===== src/rtl/isp_tpg_if.sv =====
// Pixel stream handshake between the test-pattern source and its consumer.
// Valid/ready: a pixel moves on every clk edge where pixel_valid && pixel_ready;
// while pixel_valid is high and pixel_ready is low the source holds data, sof and eol.
interface isp_tpg_if;
   logic        pixel_valid;
   logic        pixel_ready;
   logic [23:0] pixel_data_out;
   logic        sof;
   logic        eol;

   modport master (
      output pixel_valid,
      output pixel_data_out,
      output sof,
      output eol,
      input  pixel_ready
   );

   modport slave (
      input  pixel_valid,
      input  pixel_data_out,
      input  sof,
      input  eol,
      output pixel_ready
   );
endinterface


===== src/rtl/isp_tpg.sv =====
// Raster test-pattern generator with periodic hot/dead pixel injection.
// All stream outputs are registered from the next-state values of the counters.
module isp_tpg #(
   parameter int H_DISP        = 720,
   parameter int V_DISP        = 480,
   parameter int H_BLANK       = 16,
   parameter int V_BLANK       = 64,
   parameter int DEFECT_PERIOD = 16
) (
   input  logic        clk,
   input  logic        rstn,
   input  logic        tpg_en,
   input  logic [1:0]  pattern_sel,
   input  logic        defect_en,
   isp_tpg_if.master   pix,
   output logic        busy,
   output logic [1:0]  state_dbg
);

   localparam int DW    = $clog2(DEFECT_PERIOD);
   localparam int HW0   = ($clog2(H_DISP) > 8) ? $clog2(H_DISP) : 8;
   localparam int HW    = (HW0 > DW) ? HW0 : DW;
   localparam int VW0   = ($clog2(V_DISP) > 4) ? $clog2(V_DISP) : 4;
   localparam int VW    = (VW0 > DW) ? VW0 : DW;
   localparam int BAR_W = H_DISP / 8;
   localparam int SW    = (BAR_W > 1) ? $clog2(BAR_W) : 1;
   localparam int BMAX  = (H_BLANK > V_BLANK) ? H_BLANK : V_BLANK;
   localparam int CW    = $clog2(BMAX + 1);

   localparam logic [HW-1:0] H_LAST   = HW'(H_DISP - 1);
   localparam logic [VW-1:0] V_LAST   = VW'(V_DISP - 1);
   localparam logic [SW-1:0] SUB_LAST = SW'(BAR_W - 1);
   localparam logic [CW-1:0] HB_LAST  = CW'(H_BLANK - 1);
   localparam logic [CW-1:0] VB_LAST  = CW'(V_BLANK - 1);
   localparam logic [DW-1:0] DEF_POS  = DW'(DEFECT_PERIOD / 2);

   typedef enum logic [1:0] {
      S_IDLE   = 2'd0,
      S_ACTIVE = 2'd1,
      S_HBLANK = 2'd2,
      S_VBLANK = 2'd3
   } state_t;

   state_t        state, state_nxt;
   logic [HW-1:0] h_cnt, h_nxt;
   logic [VW-1:0] v_cnt, v_nxt;
   logic [SW-1:0] bar_sub, sub_nxt;
   logic [2:0]    bar_idx, idx_nxt;
   logic [CW-1:0] blk_cnt, blk_nxt;
   logic          frame_par, par_nxt;
   logic [1:0]    pat_q, pat_nxt;
   logic          def_q, def_nxt;
   logic          xfer;
   logic          active_nxt;
   logic [23:0]   pat_pix;
   logic [23:0]   pix_nxt;
   logic          defect_hit;

   assign xfer      = pix.pixel_valid && pix.pixel_ready;
   assign state_dbg = state;

   always_comb begin
      state_nxt = state;
      h_nxt     = h_cnt;
      v_nxt     = v_cnt;
      sub_nxt   = bar_sub;
      idx_nxt   = bar_idx;
      blk_nxt   = blk_cnt;
      par_nxt   = frame_par;
      pat_nxt   = pat_q;
      def_nxt   = def_q;
      case (state)
         S_IDLE: begin
            if (tpg_en) begin
               state_nxt = S_ACTIVE;
               pat_nxt   = pattern_sel;
               def_nxt   = defect_en;
               h_nxt     = '0;
               v_nxt     = '0;
               sub_nxt   = '0;
               idx_nxt   = '0;
            end
         end
         S_ACTIVE: begin
            if (xfer) begin
               if (h_cnt == H_LAST) begin
                  state_nxt = S_HBLANK;
                  h_nxt     = '0;
                  sub_nxt   = '0;
                  idx_nxt   = '0;
                  blk_nxt   = '0;
               end else begin
                  h_nxt = h_cnt + 1'b1;
                  // Bar index advances every BAR_W pixels without a divider.
                  if (bar_sub == SUB_LAST) begin
                     sub_nxt = '0;
                     idx_nxt = bar_idx + 3'd1;
                  end else begin
                     sub_nxt = bar_sub + 1'b1;
                  end
               end
            end
         end
         S_HBLANK: begin
            if (blk_cnt == HB_LAST) begin
               blk_nxt = '0;
               if (v_cnt != V_LAST) begin
                  v_nxt     = v_cnt + 1'b1;
                  state_nxt = S_ACTIVE;
               end else begin
                  state_nxt = S_VBLANK;
               end
            end else begin
               blk_nxt = blk_cnt + 1'b1;
            end
         end
         S_VBLANK: begin
            if (blk_cnt == VB_LAST) begin
               blk_nxt = '0;
               par_nxt = ~frame_par;
               v_nxt   = '0;
               h_nxt   = '0;
               sub_nxt = '0;
               idx_nxt = '0;
               if (tpg_en) begin
                  state_nxt = S_ACTIVE;
                  pat_nxt   = pattern_sel;
                  def_nxt   = defect_en;
               end else begin
                  state_nxt = S_IDLE;
               end
            end else begin
               blk_nxt = blk_cnt + 1'b1;
            end
         end
         default: state_nxt = S_IDLE;
      endcase
   end

   always_comb begin
      pat_pix = 24'h808080;
      case (pat_nxt)
         2'd0: begin
            case (idx_nxt)
               3'd0:    pat_pix = 24'hFFFFFF;
               3'd1:    pat_pix = 24'hFFFF00;
               3'd2:    pat_pix = 24'h00FFFF;
               3'd3:    pat_pix = 24'h00FF00;
               3'd4:    pat_pix = 24'hFF00FF;
               3'd5:    pat_pix = 24'hFF0000;
               3'd6:    pat_pix = 24'h0000FF;
               default: pat_pix = 24'h000000;
            endcase
         end
         2'd1:    pat_pix = {h_nxt[7:0], h_nxt[7:0], h_nxt[7:0]};
         2'd2:    pat_pix = (h_nxt[3] ^ v_nxt[3]) ? 24'hFFFFFF : 24'h000000;
         default: pat_pix = 24'h808080;
      endcase
   end

   // Defect grid sits at the centre of each DEFECT_PERIOD square; polarity alternates per frame.
   assign defect_hit = def_nxt && (h_nxt[DW-1:0] == DEF_POS) && (v_nxt[DW-1:0] == DEF_POS);
   assign pix_nxt    = defect_hit ? (par_nxt ? 24'h000000 : 24'hFFFFFF) : pat_pix;
   assign active_nxt = (state_nxt == S_ACTIVE);

   always_ff @(posedge clk or negedge rstn) begin
      if (!rstn) begin
         state     <= S_IDLE;
         h_cnt     <= '0;
         v_cnt     <= '0;
         bar_sub   <= '0;
         bar_idx   <= '0;
         blk_cnt   <= '0;
         frame_par <= 1'b0;
         pat_q     <= '0;
         def_q     <= 1'b0;
      end else begin
         state     <= state_nxt;
         h_cnt     <= h_nxt;
         v_cnt     <= v_nxt;
         bar_sub   <= sub_nxt;
         bar_idx   <= idx_nxt;
         blk_cnt   <= blk_nxt;
         frame_par <= par_nxt;
         pat_q     <= pat_nxt;
         def_q     <= def_nxt;
      end
   end

   always_ff @(posedge clk or negedge rstn) begin
      if (!rstn) begin
         pix.pixel_valid    <= 1'b0;
         pix.pixel_data_out <= '0;
         pix.sof            <= 1'b0;
         pix.eol            <= 1'b0;
         busy               <= 1'b0;
      end else begin
         pix.pixel_valid    <= active_nxt;
         pix.pixel_data_out <= active_nxt ? pix_nxt : 24'h000000;
         pix.sof            <= active_nxt && (h_nxt == '0) && (v_nxt == '0);
         pix.eol            <= active_nxt && (h_nxt == H_LAST);
         busy               <= (state_nxt != S_IDLE);
      end
   end

endmodule

===== src/flat_wrapper.sv =====
// flat-port wrapper written by rule: the top's interface ports become plain ports
module isp_tpg_flat 
#(
   parameter int H_DISP        = 720,
   parameter int V_DISP        = 480,
   parameter int H_BLANK       = 16,
   parameter int V_BLANK       = 64,
   parameter int DEFECT_PERIOD = 16
)
  (clk, rstn, tpg_en, pattern_sel, defect_en, busy, state_dbg, pix_pixel_valid, pix_pixel_data_out, pix_sof, pix_eol, pix_pixel_ready);
  isp_tpg_if pix_i ();
  input  logic clk;
  input  logic rstn;
  input  logic tpg_en;
  input  logic [1:0] pattern_sel;
  input  logic defect_en;
  output logic busy;
  output logic [1:0] state_dbg;
  output wire logic [$bits(pix_i.pixel_valid)-1:0] pix_pixel_valid;
  output wire logic [$bits(pix_i.pixel_data_out)-1:0] pix_pixel_data_out;
  output wire logic [$bits(pix_i.sof)-1:0] pix_sof;
  output wire logic [$bits(pix_i.eol)-1:0] pix_eol;
  input wire logic [$bits(pix_i.pixel_ready)-1:0] pix_pixel_ready;
  assign pix_pixel_valid = pix_i.pixel_valid;
  assign pix_pixel_data_out = pix_i.pixel_data_out;
  assign pix_sof = pix_i.sof;
  assign pix_eol = pix_i.eol;
  assign pix_i.pixel_ready = pix_pixel_ready;
  isp_tpg #(.H_DISP(H_DISP), .V_DISP(V_DISP), .H_BLANK(H_BLANK), .V_BLANK(V_BLANK), .DEFECT_PERIOD(DEFECT_PERIOD)) u_core (.clk(clk), .rstn(rstn), .tpg_en(tpg_en), .pattern_sel(pattern_sel), .defect_en(defect_en), .pix(pix_i), .busy(busy), .state_dbg(state_dbg));
endmodule

===== config.mk =====
export PLATFORM = sky130hd
export DESIGN_NAME = isp_tpg_flat
export DESIGN_NICKNAME = d
export VERILOG_FILES = /design/src/rtl/isp_tpg_if.sv /design/src/rtl/isp_tpg.sv /design/src/flat_wrapper.sv
export SDC_FILE = /design/constraint.sdc
export NUM_CORES = 1
export LEC_CHECK = 0
export ABC_AREA = 1
export BUFFER_PORTS_ARGS = -buffer_cell sky130_fd_sc_hd__buf_2
export CORE_MARGIN = 1
export CORE_UTILIZATION = 40
export DETAILED_ROUTE_END_ITERATION = 8
export MAX_ROUTING_LAYER = met4
export PLACE_DENSITY = 0.65
export SYNTH_ARGS = -nofsm -noshare
export SYNTH_HDL_FRONTEND = slang
export SYNTH_SLANG_ARGS = --single-unit

===== constraint.sdc =====
create_clock -name clk -period 2.3 [get_ports clk]
set_clock_uncertainty 0.05 [all_clocks]
set_input_delay 0.115 -clock clk [delete_from_list [all_inputs] [get_ports clk]]
set_output_delay 0.115 -clock clk [all_outputs]
set_load 0.005 [all_outputs]

==> impl_metrics.yaml <==
status:
  status: "complete, no violations"
die:
  dieArea_um2: 10500
  dieWidth_um: 103
  rows: 36
  core_area_um2: 9770
  ios: 37
  die_h_um: 103
  start_util: 0.414
final_layout:
  multi_input_area_um2: 2330
  nets: 691
  drive_gt1_frac: 0.351
  area_growth_pct: 38.0
  postLayoutCoreUtil: 0.572
  num_antenna_cells: 0
  seqCellArea_um2: 1750
  final_cells: 812
  fillers: 894
routing:
  wire_per_inst_um: 14.7
  vias: 4107
  dr.pass1.iters: 5
  wirelength_um: 11900
  drt_iter0_drc: 275
  drc_errors: 0
  viasPerCell: 5.06
  drtAntennaViolNets: 0
synthesis:
  synth_top_area_frac: 0.433
  ys_warn_count: 0
  yosys.area.top_type: "dfrtp_1"
  syn_area_um2: 4050
  avgSynthCellArea_um2: 7.47
  syn_inst: 542
  seq_area_frac_synth: 0.433
  yosysUniqueCellTypes: 40
  ys_ff_latch: 70
  yosys-top-cells-area: "dfrtp_1 (43%), nand2_1 (12%), nor2_1 (8.3%)"
  syn-num-nets: 559
critical_path:
  cp_max_fo: 6
  critPathKind: "register to register"
  crit_required_ns: 2.53
  arrival_ns: 2.52
  critPathLaunchType: "register"
  endpoint_kind: "register"
pwr:
  seq_power_share: 0.300
  p_per_area_nw_per_um2: 1060
  power.switching_mw: 2.59
  irDropWorstVdd_mv: 0.670
  clkPwrFrac: 0.168
  internal_power_mw: 3.36
  swShare: 0.435
  p_comb_frac: 0.532
  leakagePower_nw: 2.82
clock_tree:
  clkSinkCount: 70
  clk_pin_slew_ns: 0.09
  h-tree-depth: 3
  clock_latency_ns: 0.38
  cts_tree: "done"
  cts-root-buf: "clkbuf_8"
  clk_path_buf_depth: 2
  cts_buffers: 9
sta:
  final-max-slew-violation-count: 0
  slew_headroom: 0.554
  grt_setup_unrepaired: "yes"
  finalCriticalPeriod_ns: 2.30
  fmax_ghz: 0.435
  setup_ws_ns: 0.000846
  finalHoldViolCount: 0
  timing.final.crit_share: 1.00
  tightest_slew_ns: 0.669
  setup_viol: 0
grt:
  antenna_found_initial: 0
  gr-total-overflow: 0
  grt_pass1_wl_um: 17800
  grt_pass1_vias: 3722
  grt_use_total: 0.233
  grt_max_degree: 46
placement:
  io_buffers: 36
  dp_hpwl_um: 8320
  placed_cells: 773
  place_ws_ns: -0.0541
  gp_congestion: 0.944
hold_path:
  hp-class: "primary input to register"
job:
  max-cap-violations: 0
-- stage by stage --
step	total power [mW]	instance area (µm²)	hold slack (ns)	TNS, ns
final	5.95	5590	0.168	0
after global routing	6.37	5590	0.196	-2.18
after CTS	5.46	5140	0.118	0
after detailed placement	4.41	4900	0.142	-0.968
after global placement	4.36	4900	0.135	-0.171
after floorplan	3.30	4050	-0.231	0
-- worst paths after layout --
check,from,cells past startpoint,to,slack [ns]
min in group asynchronous,rstn,2,u_core.bar_sub[2],0.25
min,tpg_en,4,u_core.state_dbg[1],0.17
max,u_core.blk_cnt[1],14,u_core.pix.pixel_data_out[13],0.0008
max in group asynchronous,rstn,3,u_core.v_cnt[0],1.28
max reg2reg,u_core.blk_cnt[1],14,u_core.pix.pixel_data_out[13],0.0008
min reg2reg,u_core.bar_sub[5],1,u_core.bar_sub[5],0.41
-- worst max-delay path: stages, from the launching register on --
cell and delay [ns]:
dfrtp_1 0.41, ha_4 0.18, nand3_4 0.09, inv_4 0.08, nand2_4 0.07, nand2_4 0.11
buf_4 0.12, buf_4 0.11, o22ai_1 0.08, a21oi_2 0.20, nand3_2 0.11, nor2_4 0.18
nand3_4 0.19, nand2_8 0.17, nor2_1 0.06
-- logic make-up after synthesis --
family | after synthesis | synth area share
compound gates | 64 | 0.0927
xor+xnor | 5 | 0.0108
fa+ha+maj | 10 | 0.0309
buf+inv | 70 | 0.0717
flops | 70 | 0.433
mux | 3 | 0.00834
simple gates | 320 | 0.353
-- final cells by class --
class / count / share of cell area
multi-input combinational: 404 / 0.417
tap: 133 / 0.0298
clock inverter: 7 / 0.0110
clock buffer: 9 / 0.0222
sequential: 70 / 0.314
inverter: 63 / 0.0441
timing repair buffer: 126 / 0.163
-- layout by cell type (no fill, tap or decap), types with 5 or more instances in the layout --
cell	count
nand2_1	124
buf_4	85
nor2_1	75
dfrtp_1	69
inv_1	52
buf_2	36
nand3_1	33
o21ai_0	19
nor2_2	16
nand2_2	15
a21oi_1	14
nand2_4	12
nand4_1	11
nor3_1	10
clkbuf_8	9
inv_2	7
nor2_4	6
nand3_2	5
o21ai_1	5
xor2_1	5
o22ai_1	5
-- power by group through the flow --
stage / Sequential, mW / Clock, mW / Combinational (mW)
5_1_grt: 1.83 / 1.06 / 3.48
3_3_place_gp: 1.80 / 0 / 2.56
6_report: 1.79 / 0.999 / 3.16
2_1_floorplan: 1.82 / 0 / 1.48
4_1_cts: 1.78 / 1.01 / 2.67
3_5_place_dp: 1.80 / 0 / 2.60
-- layer usage --
| metal | GRT usage | part of all wire |
|---|---|---|
| met5 | - | 0 |
| met4 | 0.0802 | 0.016 |
| met3 | 0.0536 | 0.037 |
| met2 | 0.366 | 0.49 |
| met1 | 0.294 | 0.46 |
-- state kept, by name, indices dropped and copies added, names as in the netlist --
register                   cells
u_core.h_cnt                  10
u_core.pix.sof                 1
u_core.blk_cnt                 7
u_core.bar_sub                 7
u_core.busy                    1
u_core.v_cnt                   9
u_core.def_q                   1
u_core.pat_q                   2
u_core.pix.eol                 1
u_core.frame_par               1
u_core.bar_idx                 3
u_core.pix.pixel_data_out     24
u_core.state_dbg               2
u_core.pix.pixel_valid         1
-- repair_timing --
| item | in CTS | in global routing |
|---|---|---|
| gates resized for setup | 8 | 72 |
| gates cloned | 0 | 2 |
| hold buffers | 1 | 0 |
| setup buffers | 2 | 18 |
| pin swaps | 0 | 30 |
| hold endpoints to repair | 25 | 0 |
| setup endpoints to repair | 24 | 34 |
-- cells in the mapped netlist --
library cell,instances
nand2_1,134
nor2_1,90
dfrtp_1,70
inv_1,56
nand3_1,38
o21ai_0,21
a21oi_1,16
nand2_2,12
nor3_1,12
nand4_1,11
ha_1,10
o21ai_1,7
inv_2,6
nor2_2,6
nand2_4,5
o22ai_1,5
xor2_1,5
a22oi_1,4
nand3_2,4
buf_6,3
mux2_2,3
nor4_1,3
a21oi_2,2
a31o_2,2
clkbuf_1,2
a211oi_1,1
a21boi_2,1
a221oi_1,1
a311oi_1,1
a31oi_1,1
and2_4,1
buf_2,1
buf_4,1
clkinv_1,1
nand3b_1,1
nor2_4,1
nor3b_1,1
o211ai_1,1
o32ai_1,1
or2_2,1
(Power assumes the default switching activity.)
